<file path="src/rtl/product_accumulator_if.sv">
// Valid/ready bundle between the multiplier, the product accumulator and
// the writeback buffer. The master drives the input beat and OUT_READY.
interface product_accumulator_if #(
  parameter int WIDTH     = 8,
  parameter int ACC_WIDTH = 24,
  parameter int CNT_WIDTH = 8
);
  logic [2*WIDTH:0]     PROD;
  logic                 IN_VALID;
  logic                 IN_LAST;
  logic                 IN_READY;
  logic [ACC_WIDTH-1:0] OUT_DATA;
  logic [CNT_WIDTH-1:0] OUT_COUNT;
  logic                 OUT_OVF;
  logic                 OUT_VALID;
  logic                 OUT_READY;

  modport master (
    output PROD,
    output IN_VALID,
    output IN_LAST,
    output OUT_READY,
    input  IN_READY,
    input  OUT_DATA,
    input  OUT_COUNT,
    input  OUT_OVF,
    input  OUT_VALID
  );

  modport slave (
    input  PROD,
    input  IN_VALID,
    input  IN_LAST,
    input  OUT_READY,
    output IN_READY,
    output OUT_DATA,
    output OUT_COUNT,
    output OUT_OVF,
    output OUT_VALID
  );
endinterface

</file>
<file path="src/rtl/product_accumulator.sv">
// Sums a group of unsigned products into a wide accumulator.
// Define PRODUCT_ACC_SATURATE_EN to clamp on carry-out instead of wrapping.
module product_accumulator #(
  parameter int WIDTH     = 8,
  parameter int ACC_WIDTH = 24,
  parameter int CNT_WIDTH = 8
) (
  input  logic                  CLK,
  input  logic                  RST,
  input  logic                  CLR,
  product_accumulator_if.slave  bus
);

  localparam int PW = 2*WIDTH+1;

  typedef enum logic {
    ACCUM,
    DONE
  } state_e;

  state_e               state_q;
  logic [ACC_WIDTH-1:0] acc_q;
  logic [CNT_WIDTH-1:0] cnt_q;
  logic                 ovf_q;
  logic [ACC_WIDTH-1:0] data_q;
  logic [CNT_WIDTH-1:0] count_q;
  logic                 oovf_q;
  logic                 ovalid_q;

  logic [ACC_WIDTH:0]   sum_d;
  logic                 carry_d;
  logic [ACC_WIDTH-1:0] acc_d;
  logic [CNT_WIDTH-1:0] cnt_d;
  logic                 ovf_d;
  logic                 in_ready;
  logic                 accept;
  logic                 retire;

  assign in_ready = (state_q == ACCUM) |
                    ((state_q == DONE) & bus.OUT_READY);
  assign accept   = bus.IN_VALID & in_ready;
  assign retire   = (state_q == DONE) & bus.OUT_READY;

  // acc_q is already zero when a DONE-state beat starts the next group
  always_comb begin
    sum_d   = {1'b0, acc_q} +
              {{(ACC_WIDTH+1-PW){1'b0}}, bus.PROD};
    carry_d = sum_d[ACC_WIDTH];
`ifdef PRODUCT_ACC_SATURATE_EN
    acc_d   = carry_d ? {ACC_WIDTH{1'b1}}
                      : sum_d[ACC_WIDTH-1:0];
`else
    acc_d   = sum_d[ACC_WIDTH-1:0];
`endif
    cnt_d   = cnt_q + CNT_WIDTH'(1);
    ovf_d   = ovf_q | carry_d;
  end

  always_ff @(posedge CLK) begin
    if (RST) begin
      state_q  <= ACCUM;
      acc_q    <= '0;
      cnt_q    <= '0;
      ovf_q    <= 1'b0;
      data_q   <= '0;
      count_q  <= '0;
      oovf_q   <= 1'b0;
      ovalid_q <= 1'b0;
    end else if (CLR) begin
      state_q  <= ACCUM;
      acc_q    <= '0;
      cnt_q    <= '0;
      ovf_q    <= 1'b0;
      ovalid_q <= 1'b0;
    end else begin
      if (retire) begin
        ovalid_q <= 1'b0;
        state_q  <= ACCUM;
      end
      if (accept) begin
        if (bus.IN_LAST) begin
          data_q   <= acc_d;
          count_q  <= cnt_d;
          oovf_q   <= ovf_d;
          ovalid_q <= 1'b1;
          state_q  <= DONE;
          acc_q    <= '0;
          cnt_q    <= '0;
          ovf_q    <= 1'b0;
        end else begin
          acc_q    <= acc_d;
          cnt_q    <= cnt_d;
          ovf_q    <= ovf_d;
        end
      end
    end
  end

  assign bus.IN_READY  = in_ready;
  assign bus.OUT_DATA  = data_q;
  assign bus.OUT_COUNT = count_q;
  assign bus.OUT_OVF   = oovf_q;
  assign bus.OUT_VALID = ovalid_q;

endmodule

</file>
<file path="src/flat_wrapper.sv">
// flat-port wrapper written by rule: the top's interface ports become plain ports
module product_accumulator_flat 
#(
  parameter int WIDTH     = 8,
  parameter int ACC_WIDTH = 24,
  parameter int CNT_WIDTH = 8
)
  (CLK, RST, CLR, bus_PROD, bus_IN_VALID, bus_IN_LAST, bus_OUT_READY, bus_IN_READY, bus_OUT_DATA, bus_OUT_COUNT, bus_OUT_OVF, bus_OUT_VALID);
  product_accumulator_if #(.WIDTH(WIDTH), .ACC_WIDTH(ACC_WIDTH), .CNT_WIDTH(CNT_WIDTH)) bus_i ();
  input  logic CLK;
  input  logic RST;
  input  logic CLR;
  input wire logic [$bits(bus_i.PROD)-1:0] bus_PROD;
  input wire logic [$bits(bus_i.IN_VALID)-1:0] bus_IN_VALID;
  input wire logic [$bits(bus_i.IN_LAST)-1:0] bus_IN_LAST;
  input wire logic [$bits(bus_i.OUT_READY)-1:0] bus_OUT_READY;
  output wire logic [$bits(bus_i.IN_READY)-1:0] bus_IN_READY;
  output wire logic [$bits(bus_i.OUT_DATA)-1:0] bus_OUT_DATA;
  output wire logic [$bits(bus_i.OUT_COUNT)-1:0] bus_OUT_COUNT;
  output wire logic [$bits(bus_i.OUT_OVF)-1:0] bus_OUT_OVF;
  output wire logic [$bits(bus_i.OUT_VALID)-1:0] bus_OUT_VALID;
  assign bus_i.PROD = bus_PROD;
  assign bus_i.IN_VALID = bus_IN_VALID;
  assign bus_i.IN_LAST = bus_IN_LAST;
  assign bus_i.OUT_READY = bus_OUT_READY;
  assign bus_IN_READY = bus_i.IN_READY;
  assign bus_OUT_DATA = bus_i.OUT_DATA;
  assign bus_OUT_COUNT = bus_i.OUT_COUNT;
  assign bus_OUT_OVF = bus_i.OUT_OVF;
  assign bus_OUT_VALID = bus_i.OUT_VALID;
  product_accumulator #(.WIDTH(WIDTH), .ACC_WIDTH(ACC_WIDTH), .CNT_WIDTH(CNT_WIDTH)) u_core (.CLK(CLK), .RST(RST), .CLR(CLR), .bus(bus_i));
endmodule
</file>
<file path="config.mk">
export PLATFORM = sky130hd
export DESIGN_NAME = product_accumulator_flat
export DESIGN_NICKNAME = d
export VERILOG_FILES = /design/src/rtl/product_accumulator_if.sv /design/src/rtl/product_accumulator.sv /design/src/flat_wrapper.sv
export SDC_FILE = /design/constraint.sdc
export NUM_CORES = 1
export LEC_CHECK = 0
export CAP_MARGIN = 10
export CORE_MARGIN = 8
export CORE_UTILIZATION = 45
export DETAILED_ROUTE_END_ITERATION = 8
export PLACE_DENSITY_LB_ADDON = 0.12
export REMOVE_ABC_BUFFERS = 1
export SYNTH_ARGS = -nofsm -noshare
export SYNTH_HDL_FRONTEND = slang
export SYNTH_SLANG_ARGS = --single-unit
</file>
<file path="constraint.sdc">
create_clock -name CLK -period 3.1 [get_ports CLK]
set_clock_uncertainty 0.15 [all_clocks]
set_input_delay 0.465 -clock CLK [delete_from_list [all_inputs] [get_ports CLK]]
set_output_delay 0.465 -clock CLK [all_outputs]
set_load 0.05 [all_outputs]
</file>
# Yosys cells after proc, flatten, opt, wreduce, memory -nomap -nowiden
# Index checks and enable logic that the tools add are counted.
[word_totals]
register_bits = 68
latch_bits = 0
ramBits = 0
rom_bits = 0
inputBits = 23
output_inout_bits = 35
mem_count = 0
[op_classes]
n_addsub = 2
mul = 0
n_div = 0
order_cmp = 0
n_eq_ne = 0
shifts = 0
n_mux = 9
n_bitwise = 6
reduce_logical = 2
[op_table]
columns = ["op", "n"]
rows = [
  ["$add 24x17->25", 1],
  ["$mux 24", 1],
  ["$add 8x1->8 const B", 1],
  ["$mux 8", 1],
  ["$mux 1", 7],
  ["$reduce_and 3->1", 1],
  ["$and 1x1->1", 2],
  ["$not 1->1", 2],
  ["$or 1x1->1", 2],
  ["$reduce_or 2->1", 1],
]

# Logic depth before layout (Yosys ltp)
[depth]
depth_word = 4
depth_mapped = 9
mapped_depth_nobuf = 9

# Worst setup path after synthesis
# Ideal clock, no wire load.
[synth_timing]
path_type = "input to register"
start = "input bus_PROD[0]"
end = "register u_core.data_q[22], in the netlist u_core.bus.OUT_DATA[22]"
arrival_ns = 2.270
setup_slack_ns = 0.589
stages = 9
path_buffers = 0
cell_sequence = "ha_1 > inv_1 > fa_1 > nand2b_1 > a21oi_4 > nor4_2 > o21a_1 > or3_1 > a311oi_1"
[synth_via]
elab_chain_cells = 1
[synth_rtl]
columns = ["element", "line_no", "rtl"]
rows = [
  ["from (decl)", "flat_wrapper.sv:13", "input wire logic [$bits(bus_i.PROD)-1:0] bus_PROD;"],
  ["$add 24x17->25", "product_accumulator.sv:46", "sum_d = {1'b0, acc_q} +"],
  ["to (signal assigned)", "product_accumulator.sv:65", "data_q <= '0;"],
  ["to (signal assigned)", "product_accumulator.sv:82", "data_q <= acc_d;"],
  ["to (decl)", "product_accumulator.sv:25", "logic [ACC_WIDTH-1:0] data_q;"],
]
# No other way between the ends.
# A chain may end at the register's enable or synchronous reset.

# Worst setup path after layout
# Same ends and word-level chain as after synthesis.

==> metrics.csv <==
metric,value,unit
Total Power,2.02,mW
Ys Warns,0,
Clock transition at path regs,0.07,ns
critical path type,in2reg,
H-tree depth,3,
first-pass GRT wire length,17700,um
top-area cell type share of the netlist area,34.5,%
Residual DRC,0,
fillers,820,
Critical Path Source Type,input port,
Clock Latency Late Sink,0.36,ns
Max Cap Viol,0,
Hold WS,0.303,ns
VDD IR-drop max,0.227,mV
Pre-Repair DR Iteration Count,5,
Ports,58,
post-synthesis register bit count,68,
CTS Root Cell,clkbuf_8,
leak pwr,1.84,nW
post-CTS setup buffer count,0,
largest net degree at the start of global routing,35,
WP data required,3.21,ns
final slew viol count,0,
ys flop type,dfxtp_1,
status,completed,
worst path buffer plus inverter count,2,
cell taking the most area after synthesis,dfxtp_1,
die area,0.0120,mm2
clock buffer depth,2,
Max transition margin,45.0,%
global route overflow,0,
CP top delay family,compound AO/OA/AOI/OAI gates,
crit-path cells,clkdlybuf4s50_1 > ha_1 > inv_1 > fa_1 > nand2b_1 > a21oi_4 > nor4_2 > o21a_1 > or3_1 > a311oi_1,
setup tns final,0,ns
Sink Count,68,
core area,0.00864,mm2
"EDFF count, synth",0,
vias in the first global route,3656,
Site Rows,34,
"Design Area, Final",0.00490,mm2
vias per inst,5.78,
"reg-to-reg slack, setup",0.57,ns
hold_buf cts,0,
Initial Utilization,45.7,%
post-synthesis sequential area ratio,34.5,%
RSZ-0062 raised after global routing,no,
share of layout cells above drive strength 1,10.5,%
"slowest stage delay, CP",0.46,ns
Layout Cells excl Fill,649,
Die Wd,110,um
Final min period,2.76,ns
Detailed Place HPWL,7740,um
Routed WL,10600,um
total track usage,18.4,%
post-route ant nets,0,
Ant. Diodes,0,
Vias,3750,
Post-Route Utilization,56.7,%
period utilization,89.1,%
CP Capture Type,flip-flop,
Max Clk Rate,0.362,GHz
Hold Crit Class,reg2reg,
Inst Count DP,633,
first-iteration detailed-routing DRC count,166,
Placement Setup Slack,-0.0109,ns
Final WS setup,0.337,ns
cts bufs inserted,9,
placed cell area,0.00470,mm2
Slew @ Worst Pin,0.819,ns
count of cell types in the netlist,67,
"top cells by area, synth","dfxtp_1 (34%), ha_1 (5.7%), nor2_1 (4.5%)",
Routability Congestion,0.896,
cells after synthesis,477,
routed len/inst,16.4,um
port bufs,57,
Avg Inst Size Synth,8.28,um2
final net count,578,
CP max stage cell,clkdlybuf4s50_1,
Post-Syn Area,0.00395,mm2
final hold vios,0,
CTS tree,built,
CTS resizes,0,
Area Overhead vs Synth,24.0,%
Max Fanout on Critical Path,4,
Die Span Y,110,um
final setup vio count,0,
Async SR Flop Fraction,0,%
initial antenna violation count,0,
WP data arrival,2.87,ns
PwrDens,412,mW/mm2
[sequential cells by signal, indices dropped and copies added (netlist names)]
register and cells:
u_core.acc_q 24, u_core.bus.OUT_COUNT 8, u_core.bus.OUT_DATA 24, u_core.bus.OUT_OVF 1
u_core.bus.OUT_VALID 1, u_core.cnt_q 8, u_core.ovf_q 1, u_core.state_q 1
[final timing paths]
kind	start	depth (start not counted)	end
setup / recovery	bus_PROD[0]	10	u_core.bus.OUT_DATA[22]$_SDFFE_PP0P_
hold / removal	u_core.bus.OUT_DATA[20]$_SDFFE_PP0P_	2	u_core.bus.OUT_DATA[20]$_SDFFE_PP0P_
setup reg to reg	u_core.acc_q[0]$_SDFFE_PP0P_	9	u_core.bus.OUT_DATA[22]$_SDFFE_PP0P_
hold reg to reg	u_core.bus.OUT_DATA[20]$_SDFFE_PP0P_	2	u_core.bus.OUT_DATA[20]$_SDFFE_PP0P_
[metal layers]
| layer | global-route usage (%) | up-vias | share of wire (%) |
|---|---|---|---|
| met3 | 3.11 | 17 | 4.5 |
| li1 | - | 1895 | - |
| met1 | 23.9 | 1750 | 48 |
| met4 | 7.71 | 0 | 1.9 |
| met2 | 29.3 | 88 | 45 |
| met5 | 0 | - | 0 |
[cells by family (layout without fill, tap and decap cells)]
kind of cell    Yosys count  count (layout)  synth area share, %
xor+xnor                 14              14                 3.11
flops                    68              68                 34.5
fa+ha+maj                19              19                 6.21
buf+inv                  38             102                 4.06
simple gates            193             193                 25.7
compound gates          145             145                 26.5
[cell usage in the layout, fill, tap and decap left out, types with 3 or more instances in the layout]
cell type | synthesis | layout
a211o_1 | 5 | 5
a211oi_1 | 11 | 11
a21o_1 | 7 | 7
a21oi_1 | 35 | 35
a22oi_1 | 6 | 6
a311oi_1 | 4 | 4
a31oi_1 | 8 | 8
a32o_1 | 6 | 6
and2_1 | 9 | 9
and3_1 | 7 | 7
and4_1 | 4 | 4
buf_4 | 2 | 19
clkbuf_8 | 0 | 9
clkdlybuf4s50_1 | 0 | 57
dfxtp_1 | 68 | 68
ha_1 | 18 | 18
inv_1 | 9 | 9
nand2_1 | 42 | 42
nand2b_1 | 4 | 4
nand3_1 | 17 | 17
nand3b_1 | 6 | 6
nand4_1 | 5 | 5
nor2_1 | 47 | 47
nor2b_1 | 4 | 4
nor3_1 | 11 | 11
nor3b_1 | 11 | 10
nor4_1 | 4 | 4
o211ai_1 | 9 | 9
o21a_1 | 8 | 8
o21ai_0 | 19 | 19
o31ai_1 | 4 | 4
or3_1 | 3 | 3
or4_1 | 3 | 3
xnor2_1 | 6 | 6
xor2_1 | 8 | 8
[layout make-up]
class                   instances  area, um2  area share [%]
clock inverters                 7       76.3            1.56
repair buffers                 77        733            15.0
multi-input cells             371       2430            49.7
well taps                     108        135            2.76
flip-flops and latches         68       1360            27.8
clock buffers                   9        124            2.53
inverters                       9       33.8           0.690
[power breakdown]
| part | leakage, nW | internal [mW] | total, mW | switching [mW] |
|---|---|---|---|---|
| registers | 0.551 | 0.896 | 0.908 | 0.0122 |
| clock network | 0.0958 | 0.375 | 0.759 | 0.383 |
| logic | 1.19 | 0.133 | 0.350 | 0.217 |
[synth_stat cells (11+ instances only)]
library cell	instances
nor3b_1	11
nor3_1	11
dfxtp_1	68
ha_1	18
a21oi_1	35
o21ai_0	19
clkbuf_1	17
a211oi_1	11
nand3_1	17
nand2_1	42
nor2_1	47
[worst min-delay path: stages, from the launching register on]
cell and delay, ns:
dfxtp_1 0.31, nand2_1 0.05, a21oi_1 0.05
No activity file was read; power rests on OpenSTA's default activity.
